File: config.mk
export PLATFORM = sky130hd
export DESIGN_NAME = onehot_scan_encoder
export DESIGN_NICKNAME = d
export VERILOG_FILES = /design/src/rtl/onehot_scan_encoder.sv
export SDC_FILE = /design/constraint.sdc
export NUM_CORES = 1
export LEC_CHECK = 0
export CORE_MARGIN = 4
export CORE_UTILIZATION = 45
export CTS_CLUSTER_DIAMETER = 40
export DETAILED_ROUTE_END_ITERATION = 6
export GPL_TIMING_DRIVEN = 0
export PLACE_DENSITY_LB_ADDON = 0.05
export SETUP_SLACK_MARGIN = 0.15
export SLEW_MARGIN = 20
export SYNTH_ARGS = -nofsm -noshare
export SYNTH_HDL_FRONTEND = slang
export SYNTH_SLANG_ARGS = --single-unit
File: constraint.sdc
create_clock -name clk -period 4.8 [get_ports clk]
set_input_delay 0.48 -clock clk [delete_from_list [all_inputs] [get_ports clk]]
set_output_delay 0.48 -clock clk [all_outputs]
set_load 0.05 [all_outputs]
File: src/rtl/onehot_scan_encoder.sv
// onehot_scan_encoder: captures a request vector and emits one beat per set bit, in priority order
module onehot_scan_encoder #(
  parameter int WIDTH = 16,
  parameter int IDX_W = $clog2(WIDTH),
  parameter bit LSB_FIRST = 1
) (
  input  logic             clk,
  input  logic             rst_n,
  input  logic             enable,
  input  logic             in_valid,
  output logic             in_ready,
  input  logic [WIDTH-1:0] in_vec,
  output logic             out_valid,
  input  logic             out_ready,
  output logic [IDX_W-1:0] out_idx,
  output logic             out_last,
  output logic             out_zero,
  output logic [IDX_W:0]   out_count
);
  typedef enum logic {IDLE, EMIT} state_t;
  state_t state, state_n;
  logic [WIDTH-1:0] pending, pending_n;
  logic [IDX_W-1:0] idx_n;
  logic [IDX_W:0] count_n;
  logic cap, xfer, last_n, zero_n;
  function automatic logic [IDX_W-1:0] pick(input logic [WIDTH-1:0] v);
    pick = '0;
    for (int i = 0; i < WIDTH; i++)
      if (v[LSB_FIRST ? WIDTH-1-i : i]) pick = IDX_W'(LSB_FIRST ? WIDTH-1-i : i);
  endfunction
  function automatic logic [IDX_W:0] pop(input logic [WIDTH-1:0] v);
    pop = '0;
    for (int i = 0; i < WIDTH; i++) pop = pop + (IDX_W+1)'(v[i]);
  endfunction
  assign in_ready  = state == IDLE;
  assign out_valid = state == EMIT;
  // outputs are precomputed from the next pending vector so every field is registered
  always_comb begin
    cap = enable && in_valid && state == IDLE;
    xfer = enable && out_ready && state == EMIT;
    pending_n = cap ? in_vec : xfer ? pending & ~(WIDTH'(1) << out_idx) : pending;
    state_n = cap ? EMIT : (xfer && out_last) ? IDLE : state;
    idx_n = state_n == EMIT ? pick(pending_n) : '0;
    last_n = state_n == EMIT && (pending_n & (pending_n - WIDTH'(1))) == '0;
    zero_n = state_n == EMIT && pending_n == '0;
    count_n = cap ? pop(in_vec) : state_n == EMIT ? out_count : '0;
  end
  always_ff @(posedge clk) begin
    if (!rst_n) begin
      state <= IDLE;
      pending <= '0;
      out_idx <= '0;
      out_last <= 1'b0;
      out_zero <= 1'b0;
      out_count <= '0;
    end else begin
      state <= state_n;
      pending <= pending_n;
      out_idx <= idx_n;
      out_last <= last_n;
      out_zero <= zero_n;
      out_count <= count_n;
    end
  end
endmodule

== Word-level counts from Yosys, hierarchy flattened ==
Cells that the tools add are included.
Word-level totals
  input port bits: 21
  register bits after elaboration: 28
  logic and storage cells: 67
  output and inout bits: 13
Cells by class
  add/subtract/negate cells: 16
  muxes and demuxes: 21
  bitwise logic cells: 6
  shift operators: 1
  reduce and logical (&&, ||, !) cells: 13
  eq/ne operators: 1
Operator list (count)
  $add A5 B1 Y5: 11
  $and A16 B16 Y16: 2
  $logic_not A16 Y1: 2
  $mux W16: 2
  $mux W4: 8
  $not A16 Y16: 1
  $shl A1 B4 Y16 const A: 1
  $sub A16 B1 Y16 const B: 1
  $mux W3: 4
  $mux W5: 2
  $reduce_or A10 Y1: 1
  $logic_and A1 B1 Y1: 7
  $reduce_or A6 Y1: 1
  $add A4 B1 Y5: 1
  $add A3 B1 Y4: 1
  $mux W2: 2
  $reduce_or A4 Y1: 1
  $add A2 B1 Y3: 1
  $mux W1: 3
  $not A1 Y1: 3
  $reduce_or A3 Y1: 1
  $add A1 B1 Y2: 1
  $ne A2 B1 Y1 const B: 1

== Longest topological paths before layout ==
  word-level depth: 20
  mapped depth: 14
  depth with buffers taken out: 14

== Worst setup path after synthesis ==
Ideal clock, no wire load.
  path kind: input to register
  start point: input in_vec[0]
  end point: register out_count[4]
  buffers on the path: 0
  slack: 1.237 ns
  stages: 12
  library setup time: 0.119 ns
  required time: 4.681 ns
  data arrival time: 3.445 ns
  cell sequence: fa_1 > inv_1 > fa_1 > fa_1 > fa_1 > inv_1 > ha_1 > fa_1 > a21oi_1 > nor2_1 > a22oi_1 > nor2b_1
On the way
  cells in the longest elaborated chain, start to end: 16
Ends and longest elaborated chain
  start: declaration: RTL line 12  | input logic [WIDTH-1:0] in_vec,
  $add A1 B1 Y2: RTL line 33  | for (int i = 0; i < WIDTH; i++) pop = pop + (IDX_W+1)'(v[i]);
  $add A2 B1 Y3: RTL line 33
  $add A3 B1 Y4: RTL line 33
  $add A4 B1 Y5: RTL line 33
  $add A5 B1 Y5 (11 in a row): RTL line 33
  $mux W5: RTL line 46  | count_n = cap ? pop(in_vec) : state_n == EMIT ? out_count : '0;
  end signal: assignment: RTL line 62  | out_count <= count_n;
  end: declaration: RTL line 18  | output logic [IDX_W:0] out_count
Every way passes these cells.
A chain may end at the register's enable or synchronous reset.

== Worst setup path after layout ==
  start point: input in_vec[5]
  end point: register out_count[4]
On the way
  cells in the longest elaborated chain, start to end: 12
Ends and longest elaborated chain (RTL line)
  $add A5 B1 Y5 (11 in a row): 33
  $mux W5: 46
Every way passes these cells.

==> flow_summary.yaml <==
outcome:
  status: "complete, no violations"
drt:
  detail_route.first_pass.iterations: 4
  postRouteAntennaNets: 0
  drc: 0
  wl_per_cell_um: 16.6
  vias: 1687
  routed_wl_um: 4990
  viasPerCell: 5.60
  drt_iter0_markers: 106
job:
  cap_violations: 0
clock_tree:
  cts.htree.levels: 1
  clk_pin_slew_worst_paths_ns: 0.10
  insertion_delay_ns: 0.29
  hold_buffers: 0
  clock_sinks: 28
  clock-root-buffer: "clkbuf_8"
  cts_resized: 0
  cts_tree: "yes"
  cts_buffers: 3
  clockBufferDepth: 2
  cts_setup_buffers: 0
power_and_ir_drop:
  leakage_nw: 0.953
  power.density_nw_per_um2: 329
  ir_drop_v: 0.000136
finish:
  layout.nets: 288
  layout_common_cells: "33 x clkdlybuf4s50_1, 28 x dfxtp_1, 22 x nand2_1"
  mostFrequentLayoutCell: "clkdlybuf4s50_1"
  drive_gt1_share_pct: 13.5
  n_antenna_cell: 0
  syn_to_final_growth_pct: 23.8
hold_path:
  hold_path_depth: 2
  min_to: "out_count[3]"
  min_from: "out_count[3]"
  min_path_type: "flip-flop to flip-flop"
worst_setup_path:
  r2r-end: "out_last"
  crit_fanout: 2
  reg2reg_depth: 7
  crit_path_end_kind: "flip-flop"
  rrSetupSlack_ns: 2.25
  criticalPathCategory: "input port to flip-flop"
  regToRegStartpoint: "out_valid"
  crit_required_ns: 4.99
  crit_arrival_ns: 4.21
  start_kind: "input port"
sta:
  tns_ns: 0
  fin_crit_sh_pct: 83.6
  tightest_slew_ns: 0.698
  grt_setup_unrepaired: "no"
  relSlewSlack_pct: 53.2
  finalCriticalPeriod_ns: 4.01
  whs_ns: 0.543
  clock_skew_ns: 0.00145
  finalMaxSlewViolations: 0
  clock.fmax_mhz: 249
  setup_viol: 0
  hold_violations: 0
yosys:
  synth_top_family_by_area: "simple AND/OR/NAND/NOR gates"
  synthMuxAreaShare_pct: 0
  synth_seq_cells: 28
  synth_compound_area_share_pct: 24.9
  ys_warn_count: 0
  synth_area_per_cell_um2: 9.13
  yosys.area_share.simple_pct: 25.0
  synth-xor-area-share_pct: 0.897
  synth_nets: 250
  synth_cells: 214
  synthArstFlopShare_pct: 0
  yosysUniqueCellTypes: 58
  synthAdderAreaFrac_pct: 14.0
  ys.flop_type: "dfxtp_1"
  synth_edf_count: 0
  syn_area_um2: 1950
  yosysSeqAreaShare_pct: 28.7
global_routing:
  grt_usage_pct: 19.9
  grt_pass1_wl_um: 8150
  grt_pass1_vias: 1650
  grt_max_degree: 17
  antenna_found_initial: 0
  overflow: 0
die:
  dieWidth_um: 73.9
  row_count: 23
  chipHeight_um: 73.9
  placeableCoreArea_um2: 4090
  io_pins: 34
  die_area_um2: 5460
  start_util_pct: 47.8
place:
  port_buffers: 33
  dp_hpwl_um: 3950
  gp_congestion: 0.830
## area by class of cell
type / instances / area (um^2)
buffer: 8 / 48.8
clock buffer: 3 / 41.3
tap: 50 / 62.6
sequential: 28 / 561
clock inverter: 1 / 30.0
fill: 388 / 1670
inverter: 21 / 78.8
timing repair buffer: 33 / 330
multi-input combinational: 157 / 1260
## report_power, final
group	switching [W]	internal (W)	leakage (nW)
clock	0.0000849	0.000112	0.0357
sequential	0.00000799	0.000248	0.228
combinational	0.000194	0.000149	0.689
total	0.000287	0.000509	0.953
## sequential cells by signal (all words and copies together) (netlist names)
register / flops
pending: 16
out_last: 1
out_zero: 1
out_count: 5
out_idx: 4
out_valid: 1
## synth_stat cells (2+ instances only)
| library cell | count | area [um^2] |
|---|---|---|
| dfxtp_1 | 28 | 561 |
| nand2_1 | 22 | 82.6 |
| inv_1 | 21 | 78.8 |
| nor2b_1 | 15 | 93.8 |
| fa_1 | 10 | 200 |
| nor2_1 | 8 | 30.0 |
| nand3_1 | 6 | 30.0 |
| o211ai_1 | 6 | 45.0 |
| a21oi_1 | 5 | 25.0 |
| a22oi_1 | 5 | 37.5 |
| a2bb2oi_2 | 5 | 75.1 |
| ha_1 | 5 | 62.6 |
| nor4_1 | 5 | 31.3 |
| and2_1 | 4 | 25.0 |
| nor3_1 | 4 | 20.0 |
| o21ai_1 | 4 | 20.0 |
| o311a_1 | 4 | 40.0 |
| a21oi_2 | 3 | 26.3 |
| clkbuf_1 | 3 | 11.3 |
| nand4_2 | 3 | 37.5 |
| o21ai_0 | 3 | 15.0 |
| a21boi_2 | 2 | 22.5 |
| a21o_1 | 2 | 15.0 |
| a31oi_1 | 2 | 12.5 |
| buf_2 | 2 | 10.0 |
| buf_6 | 2 | 22.5 |
| nand2b_1 | 2 | 12.5 |
| nand3b_1 | 2 | 15.0 |
| o21a_1 | 2 | 15.0 |
## how the worst max path moves through the flow
stage | startpoint | end | cells past startpoint
CTS | in_vec[5] | out_count[4] | 13
floorplan | in_vec[0] | out_count[4] | 12
finish | in_vec[5] | out_count[4] | 13
global route | in_vec[5] | out_count[4] | 13
global placement | in_vec[5] | out_count[4] | 13
detailed placement | in_vec[5] | out_count[4] | 13
## metal layers
metal / vias to the layer above / track usage [%] / wire length, um
met5: - / 0 / 0
met2: 41 / 32.2 / 2380
met1: 807 / 27.1 / 2320
met4: 0 / 6.84 / 97
met3: 7 / 2.60 / 188
li1: 832 / - / -
## stage by stage
| stage | area (um^2) | instances | power [W] | setup WS (ns) | util [%] |
|---|---|---|---|---|---|
| 2_1_floorplan | 1950 | 214 | 0.000511 | 1.24 | - |
| 3_3_place_gp | 2350 | 297 | 0.000599 | 0.498 | 57.4 |
| 3_5_place_dp | 2350 | 297 | 0.000606 | 0.493 | 57.4 |
| 4_1_cts | 2420 | 301 | 0.000799 | 0.771 | 59.2 |
| 5_1_grt | 2420 | 301 | 0.000857 | 0.664 | 59.2 |
| 6_report | 2420 | 301 | 0.000795 | 0.787 | 59.2 |
## cell families (layout without fill, tap and decap cells)
| group | count (synthesis) | count (layout) |
|---|---|---|
| DFF | 28 | 28 |
| and+or+nand+nor | 84 | 84 |
| buffers and inverters | 29 | 66 |
| AOI/OAI and AO/OA | 55 | 55 |
| adders and majority gates | 16 | 16 |
| xor gates and xnor gates | 2 | 2 |
## worst max-delay path, stage by stage
cell and delay, ns:
clkdlybuf4s50_1 0.57, inv_1 0.10, fa_1 0.57, fa_1 0.43, fa_1 0.50, fa_1 0.50, inv_1 0.04, ha_1 0.20
fa_1 0.41, a21oi_1 0.15, nor2_1 0.05, a22oi_1 0.14, nor2b_1 0.06
(Power assumes the default switching activity.)
